### src/rtl/imem_loader_pkg.sv
// Shared types and width constants for the instruction-memory loader.
// Optional checksum support is selected with IMEM_LOADER_CHECKSUM_EN.
package imem_loader_pkg;

    localparam int LEN_W  = 16;
    localparam int BIDX_W = 2;

    typedef enum logic [2:0] {
        ST_IDLE  = 3'd0,
        ST_LEN0  = 3'd1,
        ST_LEN1  = 3'd2,
        ST_DATA  = 3'd3,
        ST_WRITE = 3'd4,
        ST_CHK   = 3'd5,
        ST_DONE  = 3'd6
    } state_t;

endpackage

### src/rtl/imem_loader_byte_assembler.sv
// Little-endian byte-to-word assembler: lane chosen by a 2-bit byte counter,
// word_valid flags the accept of the fourth byte of a word.
module byte_assembler
    import imem_loader_pkg::*;
(
    input  logic        clk,
    input  logic        reset,
    input  logic        clr,
    input  logic [7:0]  din,
    input  logic        accept,
    output logic [31:0] word,
    output logic        word_valid
);

    logic [BIDX_W-1:0] b;

    always_ff @(posedge clk or negedge reset) begin
        if (!reset) begin
            b    <= '0;
            word <= '0;
        end else if (clr) begin
            b    <= '0;
            word <= '0;
        end else if (accept) begin
            word[{b, 3'b000} +: 8] <= din;
            b                      <= b + 2'd1;
        end
    end

    assign word_valid = accept && (b == '1);

endmodule

### src/rtl/imem_loader.sv
// Serial instruction-memory loader: length header, LE words, optional checksum
// byte (IMEM_LOADER_CHECKSUM_EN). Holds the core in reset until the load ends.
//
// state    | meaning
// ---------+-----------------------------------------------
// IDLE     | after reset, waiting for start
// LEN0     | accept low byte of word count
// LEN1     | accept high byte of word count
// DATA     | accept data bytes into the assembler
// WRITE    | one-cycle memory write, bump word counter
// CHK      | accept checksum byte (checksum build only)
// DONE     | load complete, core released
module imem_loader
    import imem_loader_pkg::*;
#(
    parameter int          DEPTH_W   = 6,
    parameter logic [31:0] BASE_ADDR = 32'h0000_0000
) (
    input  logic        clk,
    input  logic        reset,
    input  logic        start,
    input  logic [7:0]  in_data,
    input  logic        in_valid,
    output logic        in_ready,
    output logic        imem_we,
    output logic [31:0] imem_addr,
    output logic [31:0] imem_wdata,
    output logic        cpu_hold,
    output logic        done,
    output logic        err
);

    localparam logic [32:0] DEPTH_WORDS = 33'd1 << DEPTH_W;

`ifdef IMEM_LOADER_CHECKSUM_EN
    localparam state_t ST_TAIL = ST_CHK;
`else
    localparam state_t ST_TAIL = ST_DONE;
`endif

    state_t           state, next_state;
    logic [7:0]       len_lo;
    logic [LEN_W-1:0] len;
    logic [LEN_W-1:0] k;
    logic             start_ok;
    logic             accept;
    logic             asm_accept;
    logic             word_valid;
    logic [31:0]      asm_word;
    logic             ovf;
    logic             last_word;

    assign start_ok   = start && (state == ST_IDLE || state == ST_DONE);
    assign accept     = in_valid && in_ready;
    assign asm_accept = accept && (state == ST_DATA);
    assign ovf        = {17'b0, k} >= DEPTH_WORDS;
    assign last_word  = (k + 16'd1) == len;

    byte_assembler u_asm (
        .clk        (clk),
        .reset      (reset),
        .clr        (start_ok),
        .din        (in_data),
        .accept     (asm_accept),
        .word       (asm_word),
        .word_valid (word_valid)
    );

    always_ff @(posedge clk or negedge reset) begin
        if (!reset) state <= ST_IDLE;
        else        state <= next_state;
    end

    always_comb begin
        next_state = state;
        case (state)
            ST_IDLE:  if (start) next_state = ST_LEN0;
            ST_LEN0:  if (accept) next_state = ST_LEN1;
            ST_LEN1: begin
                if (accept) begin
                    if ({in_data, len_lo} == 16'd0) next_state = ST_TAIL;
                    else                            next_state = ST_DATA;
                end
            end
            ST_DATA:  if (word_valid) next_state = ST_WRITE;
            ST_WRITE: next_state = last_word ? ST_TAIL : ST_DATA;
`ifdef IMEM_LOADER_CHECKSUM_EN
            ST_CHK:   if (accept) next_state = ST_DONE;
`endif
            ST_DONE:  if (start) next_state = ST_LEN0;
            default:  next_state = ST_IDLE;
        endcase
    end

    always_ff @(posedge clk or negedge reset) begin
        if (!reset) begin
            len_lo <= '0;
            len    <= '0;
        end else begin
            if (state == ST_LEN0 && accept) len_lo <= in_data;
            if (state == ST_LEN1 && accept) len    <= {in_data, len_lo};
        end
    end

    always_ff @(posedge clk or negedge reset) begin
        if (!reset)                k <= '0;
        else if (start_ok)         k <= '0;
        else if (state == ST_WRITE) k <= k + 16'd1;
    end

`ifdef IMEM_LOADER_CHECKSUM_EN
    logic [7:0] xsum;

    always_ff @(posedge clk or negedge reset) begin
        if (!reset)          xsum <= '0;
        else if (start_ok)   xsum <= '0;
        else if (asm_accept) xsum <= xsum ^ in_data;
    end

    // Overflowed words are still XORed: the checksum covers the whole stream.
    always_ff @(posedge clk or negedge reset) begin
        if (!reset)                                        err <= 1'b0;
        else if (start_ok)                                 err <= 1'b0;
        else if (state == ST_WRITE && ovf)                 err <= 1'b1;
        else if (state == ST_CHK && accept && in_data != xsum) err <= 1'b1;
    end
`else
    always_ff @(posedge clk or negedge reset) begin
        if (!reset)                        err <= 1'b0;
        else if (start_ok)                 err <= 1'b0;
        else if (state == ST_WRITE && ovf) err <= 1'b1;
    end
`endif

    assign in_ready   = (state == ST_LEN0) || (state == ST_LEN1) ||
                        (state == ST_DATA) || (state == ST_CHK);
    assign imem_we    = (state == ST_WRITE) && !ovf;
    assign imem_addr  = BASE_ADDR + {14'b0, k, 2'b00};
    assign imem_wdata = asm_word;
    assign cpu_hold   = (state != ST_DONE);
    assign done       = (state == ST_DONE);

endmodule

### config.mk
export PLATFORM = sky130hd
export DESIGN_NAME = imem_loader
export DESIGN_NICKNAME = d
export VERILOG_FILES = /design/src/rtl/imem_loader_pkg.sv /design/src/rtl/imem_loader_byte_assembler.sv /design/src/rtl/imem_loader.sv
export SDC_FILE = /design/constraint.sdc
export NUM_CORES = 1
export LEC_CHECK = 0
export ABC_CLOCK_PERIOD_IN_PS = 1800
export BUFFER_PORTS_ARGS = -buffer_cell sky130_fd_sc_hd__buf_2
export CORE_ASPECT_RATIO = 1.1
export CORE_MARGIN = 1.5
export CORE_UTILIZATION = 32
export CTS_CLUSTER_DIAMETER = 30
export CTS_CLUSTER_SIZE = 8
export DETAILED_ROUTE_END_ITERATION = 6
export GPL_TIMING_DRIVEN = 0
export REMOVE_ABC_BUFFERS = 1
export SLEW_MARGIN = 30
export SYNTH_ARGS = -nofsm -noshare
export SYNTH_HDL_FRONTEND = slang
export SYNTH_SLANG_ARGS = --single-unit
### constraint.sdc
create_clock -name clk -period 1.8 [get_ports clk]
set_clock_uncertainty 0.2 [all_clocks]
set_input_delay 0.09 -clock clk [delete_from_list [all_inputs] [get_ports clk]]
set_output_delay 0.09 -clock clk [all_outputs]
set_load 0.01 [all_outputs]
# --- Word-level counts from Yosys, hierarchy flattened ---
# Cells that the tools add are included.
word_totals:
  reg_bits: 78
  out_inout_bits: 69
  wordCells: 62
op_classes:
  n_shift: 2
  n_lt_le_gt_ge: 1
  eq_ne: 13
  addsub: 3
  reduce_logical: 20
  muxes: 16
ops:
  columns: ["op", "n"]
  rows:
  - ["$mux W32", 2]
  - ["$bwmux W32", 1]
  - ["$mux W16", 2]
  - ["$shift A8 B7 Y32 const A", 1]
  - ["$shiftx A8 B7 Y32", 1]
  - ["$mux W3", 6]
  - ["$add A16 B1 Y16 const B", 1]
  - ["$eq A16 B16 Y1", 1]
  - ["$ge A16 B7 Y1 const B", 1]
  - ["$logic_not A16 Y1", 1]
  - ["$pmux W3 S5", 1]
  - ["$eq A3 B3 Y1 const B", 3]
  - ["$logic_and A1 B1 Y1", 8]
  - ["$neg A5 Y7", 1]
  - ["$eq A3 B2 Y1 const B", 2]
  - ["$reduce_bool A2 Y1", 3]
  - ["$logic_or A1 B1 Y1", 4]
  - ["$mux W2", 2]
  - ["$ne A2 B1 Y1 const B", 2]
  - ["$ne A2 B2 Y1 const B", 2]
  - ["$reduce_and A4 Y1", 1]
  - ["$eq A3 B1 Y1 const B", 1]
  - ["$logic_not A3 Y1", 1]
  - ["$ne A3 B3 Y1 const B", 1]
  - ["other kinds (5)", 6]

# --- Depth between registers and ports, before layout ---
# Gate-level depths: netlist of the first run.
depth:
  word_depth: 9
  depth_mapped: 7
  depth_no_buf: 7

# --- Modules after synthesis ---
# From an unflattened synthesis of the first run, not the netlist that was laid out.
unflattened:
  hier_cells: 381
  area_unflattened_um2: 4157.7
by_module_without_submodules:
  columns: ["mod", "seq_area_each_um2", "area_per_inst_um2", "cells_each", "instances"]
  rows:
  - ["imem_loader", 1101.1, 2698.8, 275, 1]
  - ["byte_assembler", 850.8, 1458.9, 106, 1]

# --- Least setup slack after synthesis of the first run ---
# No wires, ideal clock.
synth_timing:
  path_kind: "flip-flop to flip-flop"
  start: "reg k[0]"
  end: "reg state[2]"
  n_path_buf: 0
  t_required_ns: 1.481
  stages_incl_launch_ff: 8
  path_slack_ns: -0.308
  arrival_ns: 1.789
  cell_sequence: "dfrtp_1 -> ha_1 -> nand3_2 -> or3_4 -> and3_4 -> o211ai_2 -> nor3_2 -> a21bo_1"
synth_between:
  elab_chain_len: 4
synth_lines:
  columns: ["item", "line", "rtl"]
  rows:
  - ["start: declaration", "imem_loader.sv:44", "logic [LEN_W-1:0] k;"]
  - ["start signal: assignment", "imem_loader.sv:108", "else if (state == ST_WRITE) k <= k + 16'd1;"]
  - ["$add A16 B1 Y16", "imem_loader.sv:57", "assign last_word = (k + 16'd1) == len;"]
  - ["$eq A16 B16 Y1", "imem_loader.sv:57", null]
  - ["$mux W3", "imem_loader.sv:86", "ST_WRITE: next_state = last_word ? ST_TAIL : ST_DATA;"]
  - ["$pmux W3 S5", "imem_loader.sv:76", "case (state)"]
  - ["end signal: assignment", "imem_loader.sv:71", "else state <= next_state;"]
  - ["end: declaration", "imem_loader.sv:41", "state_t state, next_state;"]
# No other way between the ends.
# A chain may end at the register's enable or synchronous reset.

# --- Worst setup path in the final report of the first run ---
layout_timing:
  start: "reg k[10]"
  end: "reg state[2]"
# Same word-level chain as after synthesis.

==> impl_metrics.ini, run 1 <==
[run_status]
status = complete, but fails checks
violations = setup timing

[worst_setup_path]
critPathKind = flop to flop
cp-end-kind = flop
crit_fanout = 8
critical_path.endpoint = state[2]
start_kind = flop
reg2reg_depth = 7
critPathArrivalTime_ns = 2.06
crit_required_ns = 1.86
worstSetupStartpoint = k[10]
crit_slowest_cell = dfrtp_2
path_cells = nand4_1 -> buf_4 -> nor4_4 -> xnor2_1 -> o211ai_4 -> nor3_2 -> a21bo_1
critical-path-max-stage-delay_ns = 0.45
worstReg2RegStart = k[10]
reg2reg_to = state[2]
reg2reg_slack_ns = -0.20

[yosys]
synthesis.area_um2 = 4080
netlist_instances = 383
async_flop_share_pct = 100
synth_seq_cells = 78
synthTopCellsByArea = dfrtp_1 (48%), mux2_2 (6.6%), a22o_1 (6.0%)
syn_avg_cell_area_um2 = 10.6
seq_area_frac_synth_pct = 47.9
synth_cell_types = 54
yosysWarningCount = 0
ys.flop_type = dfrtp_1
yosys.area.top_type_share_pct = 47.9
yosysTopAreaCell = dfrtp_1
synth_edf_count = 0

[pwr]
vdd_drop_max_mv = 0.739
power.leakage_uw = 0.00263
power_density_nw_per_um2 = 1290
power_uw = 7250

[grt]
antenna_found_initial = 0
grt.overflow.total = 0
grt_pass1_vias = 3318
grt_max_degree = 54
grt_usage_pct = 16.3
grt_pass1_wl_mm = 17.5

[timing]
finalHoldViolCount = 0
drv_slew = 0
period_minus_slack_ns = 2.00
fmax_mhz = 499
rsz0062_at_grt = true
fin_crit_sh_pct = 111
setup_viol = 5
setup_ws_ns = -0.204

[finish]
multiInputGateArea_um2 = 2280
final_cell_mix = buf_2 (64), dfrtp_1 (61), buf_4 (48)
syn2layout_area_growth_pct = 37.8
register_area_um2 = 1970
antennaDiodeCount = 0
fin_nets = 523
nFillCells = 1177
final_common_cell = buf_2
drive_gt1_share_pct = 47.0
post-route-util_pct = 44.8

[clock_network]
root_buffer = clkbuf_16
clk_latency_ns = 0.33
tritoncts = done
cts_htree_levels = 3
cts_buffers = 9
cts_buffer_depth = 2
cts.clk_slew.worst_paths_ns = 0.06
cts.sink_count = 78

[routing]
viasPerCell = 5.20
num_vias = 3457
route.detailed.drc = 0
routedWlPerCell_um = 17.3
ant_nets = 0
routed_wl_mm = 11.5
firstDrtPassIters = 5
drt_iter0_drc = 179

[flow_run]
drv_cap = 0

[floorplanning]
die-area_um2 = 13400
core_area_um2 = 12500
fp.dieH_um = 121
die_x_um = 111
io_pins = 81
start_util_pct = 32.5
rows = 43

[placement]
dp_hpwl_mm = 6.72
preCtsSetupSlack_ns = -0.521
port_buffers = 64
place.gp.congestion = 0.765

[worst_hold_path]
min_path_type = primary input to async pin
==> worst max-delay path: cells and delay by family (launching register included) <==
kind,cells,cell delay (ns)
DFF,1,0.45
AOI/OAI and AO/OA,2,0.28
and+or+nand+nor,3,0.62
buffers and inverters,1,0.18
xor gates and xnor gates,1,0.22
==> worst min path at each step <==
stage | from | slack (ns) | endpoint
2_1_floorplan | reset | -0.41 | err
3_3_place_gp | in_data[5] | 0.23 | u_asm.word[21]
3_5_place_dp | reset | -0.16 | k[15]
4_1_cts | reset | 0.04 | k[15]
5_1_grt | reset | 0.07 | k[15]
6_report | reset | 0.03 | k[15]
==> cell type report <==
class / count / share of cell area (%)
Clock buffer: 9 / 4.01
Clock inverter: 6 / 0.713
Sequential cell: 78 / 35.1
Tap cell: 157 / 3.50
Multi-Input combinational cell: 278 / 40.6
Inverter: 10 / 0.668
Timing Repair Buffer: 127 / 15.4
==> flip-flops by register name (all words and copies together) (netlist names) <==
signal	flops
state	3
len_lo	8
k	16
u_asm.word	32
len	16
err	1
u_asm.b	2
==> cells in the mapped netlist (4+ instances only) <==
master,number
dfrtp_1,78
a22o_1,28
nor2_1,27
nand2_1,26
o21ai_0,26
mux2_2,24
a21oi_1,20
buf_4,19
xnor2_1,19
inv_1,10
nand3_1,8
xor2_1,8
ha_1,7
buf_2,6
nor4_1,6
clkbuf_1,5
nor3_1,5
nand4_1,4
or3_1,4
==> cells by family (layout without fill, tap and decap cells) <==
logic type	after synthesis	after routing	share of synthesized area [%]
AOI/OAI and AO/OA	88	88	14.7
xor gates and xnor gates	27	27	5.80
adders and majority gates	7	7	2.15
buffers and inverters	46	152	6.75
DFF	78	78	47.9
muxes	26	26	7.12
other	1	16	0.0919
and+or+nand+nor	110	114	15.6
==> report_power, final <==
part	leakage [uW]	total, uW	internal [uW]	switching (uW)
combinational	0.00150	2990	1470	1520
clock	0.000131	1640	923	713
sequential	0.00100	2630	2220	411
==> per-stage QoR <==
stage | TNS, ns | hold slack (ns) | cell area, um^2 | cells
after floorplan | -21.05 | -0.406 | 3900 | 362
after global placement | -69.09 | 0.234 | 4410 | 583
after detailed placement | -26.87 | -0.160 | 4460 | 585
after CTS | -0.480 | 0.0371 | 5280 | 639
after global routing | -1.40 | 0.0733 | 5620 | 665
final | -0.574 | 0.0280 | 5620 | 665
==> repair_timing <==
action / in CTS / in global routing
setup buffers: 30 / 22
pin swaps: 16 / 54
endpoints found under the hold margin: 124 / 0
resized for setup: 60 / 52
gates cloned: 1 / 4
endpoints found under the setup margin: 78 / 70
hold buffers: 9 / 0
==> per-layer routing <==
metal | up-vias | track usage [%] | part of all wire, %
met1 | 1697 | 21.5 | 43
met3 | 27 | 3.20 | 6.1
met5 | - | 0 | 0
li1 | 1585 | - | -
met2 | 148 | 26.4 | 48
met4 | 0 | 6.65 | 2.9
Note: power is estimated with default switching activity, not from simulation.
==> run 2, diff against run 1 <==
--- a/config.mk
+++ b/config.mk
@@ -14,6 +14,7 @@
 export CTS_CLUSTER_SIZE = 8
 export DETAILED_ROUTE_END_ITERATION = 6
 export GPL_TIMING_DRIVEN = 0
+export PLACE_DENSITY = 0.49
 export REMOVE_ABC_BUFFERS = 1
 export SLEW_MARGIN = 30
 export SYNTH_ARGS = -nofsm -noshare
==> run 2 against run 1 <==
Net effect:
- the run still ends with setup timing left
- clock power grew 17%
- die area unchanged
- final cell count increased by 1.1%
- utilization is 1.8 points higher
- first-iteration DRC count shrank 28%
- via count shrank 1.9%
- power is 7.1% higher
- register-to-register slack improved by 0.02 ns
==> impl_metrics.ini, run 2 (synthesized netlist as in run 1, its figures left out) <==
[worst_setup_path]
reg2reg_depth = 6
reg2reg_slack_ns = -0.18
path_cells = nand4_4 -> or3_4 -> and3_4 -> o211ai_2 -> nor3_2 -> a21bo_1
crit_slowest_cell = or3_4
critPathKind = flop to flop
crit_buf_inv = 0
cp-end-kind = flop
critical-path-max-stage-delay_ns = 0.46
crit_family = simple AND/OR/NAND/NOR gates
crit_fanout = 7
critPathArrivalTime_ns = 2.00
worstReg2RegStart = k[7]
crit_required_ns = 1.82
start_kind = flop
reg2reg_to = state[2]

[worst_hold_path]
min_path_type = primary input to flop
hold_path_depth = 4
hold_path_end = state[2]
min-delay-start = start

[timing]
tns_ns = -0.363
fin_crit_sh_pct = 110
setup_viol = 3
fmax_mhz = 505
period_minus_slack_ns = 1.98
slew_headroom_pct = 54.6
setup_ws_ns = -0.180
worstMarginPinSlew_ns = 0.679
finalHoldViolCount = 0
rsz0062_at_grt = true
drv_slew = 0

[finish]
drive_gt1_share_pct = 47.2
syn2layout_area_growth_pct = 43.4
final_cell_count_no_fill = 672
top_register = u_asm.word
antennaDiodeCount = 0
final_common_cell = buf_2
reg_top3 = u_asm.word: 32 flops, k: 16 flops, len: 16 flops
largest_reg_flops = 32
final_cell_mix = buf_2 (63), dfrtp_1 (61), buf_4 (39)
fin_nets = 530

[floorplanning]
core_area_um2 = 12500
fp.dieH_um = 121
rows = 43
die_x_um = 111
io_pins = 81
start_util_pct = 32.5
die-area_um2 = 13400

[routing]
routed_wl_mm = 11.4
route.detailed.drc = 0
ant_nets = 0
firstDrtPassIters = 4
viasPerCell = 5.05
num_vias = 3391
routedWlPerCell_um = 17.0
drt_iter0_drc = 128

[clock_network]
cts_buffer_depth = 2
cts_buffers = 9
cts.clk_slew.worst_paths_ns = 0.06
root_buffer = clkbuf_16
clk_latency_ns = 0.33
cts.sink_count = 78
tritoncts = done
cts_htree_levels = 3

[grt]
grt_pass1_wl_mm = 17.1
antenna_found_initial = 0
grt.overflow.total = 0
grt_pass1_vias = 3196
grt_usage_pct = 16.2
grt_max_degree = 65

[placement]
dp_hpwl_mm = 6.69
port_buffers = 64
dp.cells = 585
place.gp.congestion = 0.759
preCtsSetupSlack_ns = -0.587

[pwr]
power_density_nw_per_um2 = 1330
power_uw = 7770
power.leakage_uw = 0.00272
vdd_drop_max_mv = 0.750

[run_status]
violations = setup timing
status = complete, but fails checks

[flow_run]
drv_cap = 0
## run 2: cell count changes in the layout (fill, tap and decap cells not counted), moves of 3 or more
cell     delta
o21ai_2     -3
o21ai_1     -5
buf_12      +3
buf_4       -9
o21ai_0     +8
nand2_1     -3
buf_6      +11
## run 2: routing by layer
layer | track usage (%) | up-vias | share of wire, %
met4 | 4.17 | 0 | 0.92
met3 | 5.29 | 9 | 4.8
met5 | 0 | - | 0
li1 | - | 1606 | -
met2 | 26.6 | 97 | 49
met1 | 20.6 | 1679 | 45
## run 2: worst max-delay path by stage
stage	from	endpoint	slack, ns	depth (start not counted)
2_1_floorplan	state[1]	k[12]	-0.51	5
3_3_place_gp	state[2]	k[9]	-1.61	5
3_5_place_dp	state[1]	k[12]	-0.59	6
4_1_cts	k[1]	state[2]	-0.19	7
5_1_grt	k[7]	state[0]	-0.28	6
6_report	k[7]	state[2]	-0.18	6
## run 2: what timing repair did
item,4_1_cts,5_1_grt
endpoints found under the setup margin,78,72
hold buffers,10,0
resized for setup,62,61
pin swaps,19,31
buffers inserted,29,28
hold endpoints to repair,124,0
cloned,1,4
## run 2: cell type report
type                       count  area (um^2)
inverter                      10         40.0
clock inverter                 6         87.6
sequential                    78         1980
timing repair buffer         133          992
fill                        1172         6690
tap                          157          196
clock buffer                   9          225
multi-input combinational    279         2330
## run 2: stage by stage
stage	util [%]	hold slack [ns]	area, um^2
3_5_place_dp	35.6	-0.270	4470
4_1_cts	42.4	0.0422	5320
6_report	46.7	0.0593	5850
5_1_grt	46.7	0.108	5850
2_1_floorplan	-	-0.406	3900
3_3_place_gp	35.2	0.242	4410
## run 2: worst min-delay path, delay by kind of cell
family	cells	cell delay, ns
AO/OA/AOI/OAI	2	0.34
buffers and inverters	1	0.09
AND/OR/NAND/NOR	1	0.04
## run 2: power breakdown
part	internal (uW)	total, uW	switching [uW]
registers	2220	2650	424
logic	1660	3200	1540
clock network	1210	1920	717
total	5090	7770	2680
==> run 3, diff against run 2 <==
--- a/config.mk
+++ b/config.mk
@@ -5,7 +5,7 @@
 export SDC_FILE = /design/constraint.sdc
 export NUM_CORES = 1
 export LEC_CHECK = 0
-export ABC_CLOCK_PERIOD_IN_PS = 1800
+export ABC_CLOCK_PERIOD_IN_PS = 1600
 export BUFFER_PORTS_ARGS = -buffer_cell sky130_fd_sc_hd__buf_2
 export CORE_ASPECT_RATIO = 1.1
 export CORE_MARGIN = 1.5
@@ -14,8 +14,8 @@
 export CTS_CLUSTER_SIZE = 8
 export DETAILED_ROUTE_END_ITERATION = 6
 export GPL_TIMING_DRIVEN = 0
+export MAX_ROUTING_LAYER = met4
 export PLACE_DENSITY = 0.49
-export REMOVE_ABC_BUFFERS = 1
 export SLEW_MARGIN = 30
 export SYNTH_ARGS = -nofsm -noshare
 export SYNTH_HDL_FRONTEND = slang
==> constraint.sdc (replaced) <==
create_clock -name clk -period 1.6 [get_ports clk]
set_clock_uncertainty 0.2 [all_clocks]
set_input_delay 0.08 -clock clk [delete_from_list [all_inputs] [get_ports clk]]
set_output_delay 0.08 -clock clk [all_outputs]
set_load 0.01 [all_outputs]
==> run 3 against run 2 <==
Net effect:
- sequential power grew 11%
- combinational power rose by 35%
- the run still ends with setup timing left
- wire length up 3.5%
==> impl_metrics.ini, run 3 (synthesized netlist as in run 1, its figures left out) <==
[pwr]
power_uw = 9290
power_density_nw_per_um2 = 1450
power.leakage_uw = 0.00308
vdd_drop_max_mv = 0.672

[floorplanning]
fp.dieH_um = 121
die_x_um = 111
rows = 43
io_pins = 81
core_area_um2 = 12500
start_util_pct = 32.5
die-area_um2 = 13400

[worst_setup_path]
start_kind = flop
crit_buf_inv = 0
critPathKind = flop to flop
path_cells = ha_4 -> nand3_4 -> or3_4 -> and3_4 -> o211ai_2 -> nor3_2 -> a21bo_1
critical-path-max-stage-delay_ns = 0.46
crit_required_ns = 1.62
critPathArrivalTime_ns = 2.02
crit_fanout = 8
cp-end-kind = flop
crit_slowest_cell = dfrtp_2
crit_family = simple AND/OR/NAND/NOR gates

[run_status]
violations = setup timing
status = complete, but fails checks

[finish]
postLayoutCellArea_um2 = 6390
largest_reg_flops = 32
post-route-util_pct = 51.0
top_register = u_asm.word
fin_nets = 567
syn2layout_area_growth_pct = 56.7
drive_gt1_share_pct = 54.2
final_common_cell = dfrtp_1
reg_top3 = u_asm.word: 32 flops, k: 16 flops, len: 16 flops
final_cell_mix = dfrtp_1 (70), buf_2 (61), buf_4 (59)
antennaDiodeCount = 0

[placement]
port_buffers = 64
place.gp.congestion = 0.783
dpl_cell_area_um2 = 5020
preCtsSetupSlack_ns = -0.608
dp_hpwl_mm = 7.41

[grt]
antenna_found_initial = 0
grt_max_degree = 63
grt_pass1_vias = 3266
grt_pass1_wl_mm = 18.0
grt_usage_pct = 17.6
grt.overflow.total = 0

[routing]
firstDrtPassIters = 6
viasPerCell = 4.93
routedWlPerCell_um = 16.7
routed_wl_mm = 11.8
ant_nets = 0
route.detailed.drc = 0
num_vias = 3501
drt_iter0_drc = 129

[clock_network]
root_buffer = clkbuf_16
cts_htree_levels = 3
cts.clk_slew.worst_paths_ns = 0.06
cts_buffer_depth = 2
cts.sink_count = 78
tritoncts = done
clk_latency_ns = 0.34
cts_buffers = 9

[worst_hold_path]
min_path_type = primary input to flop

[timing]
finalHoldViolCount = 0
fmax_mhz = 499
drv_slew = 0
rsz0062_at_grt = true
setup_ws_ns = -0.405
fin_crit_sh_pct = 125
setup_viol = 80
period_minus_slack_ns = 2.01

[flow_run]
drv_cap = 0
==> run 3: layout make-up <==
class | instances | area, um^2
fillers | 1131 | 6140
multi-input cells | 274 | 2460
flip-flops and latches | 78 | 1960
repair buffers | 141 | 1100
plain buffers | 34 | 342
clock buffers | 10 | 229
well taps | 157 | 196
clock inverters | 6 | 61.3
inverters | 10 | 40.0
==> run 3: layer usage <==
metal  track usage [%]  share of wire [%]  up-vias
met5                 -                  0        -
met4              5.93                1.7        0
met3              4.50                5.4       11
met2              26.4                 47      104
met1              23.5                 46     1701
li1                  -                  -     1685
==> run 3: metrics by stage <==
| stage | TNS [ns] | hold slack (ns) | instances |
|---|---|---|---|
| 5_1_grt | -15.52 | 0.156 | 710 |
| 6_report | -11.13 | 0.0986 | 710 |
| 3_3_place_gp | -55.44 | 0.227 | 619 |
| 3_5_place_dp | -26.74 | -0.274 | 620 |
| 2_1_floorplan | -9.59 | -0.416 | 398 |
| 4_1_cts | -12.37 | 0.0825 | 686 |
==> run 3: tightest hold or removal path, cell delays in order <==
cell and delay, ns:
buf_2 0.09, nor3b_1 0.04, o21ai_0 0.17, a21bo_1 0.21
==> run 3: worst paths after layout <==
| kind | start | cells after the start | endpoint | slack, ns |
|---|---|---|---|---|
| setup / recovery | k[1] | 7 | state[2] | -0.41 |
| hold / removal | start | 4 | state[2] | 0.1 |
| setup reg to reg | k[1] | 7 | state[2] | -0.41 |
| hold reg to reg | u_asm.word[28] | 1 | u_asm.word[28] | 0.31 |
| max in group asynchronous | reset | 4 | state[0] | 0.15 |
| min in group asynchronous | reset | 3 | k[2] | 0.47 |
==> run 3: where the power goes <==
part           switching (uW)  internal [uW]  total, uW
sequential                459           2490       2950
combinational            1870           2440       4310
clock                     834           1210       2040
total                    3160           6130       9290
==> run 3: what timing repair did <==
item | CTS | global route
pin swaps | 30 | 24
buffers inserted | 40 | 25
hold endpoints to repair | 126 | 16
hold buffers | 10 | 1
endpoints found under the setup margin | 80 | 98
gates cloned | 1 | 1
resized for setup | 69 | 54
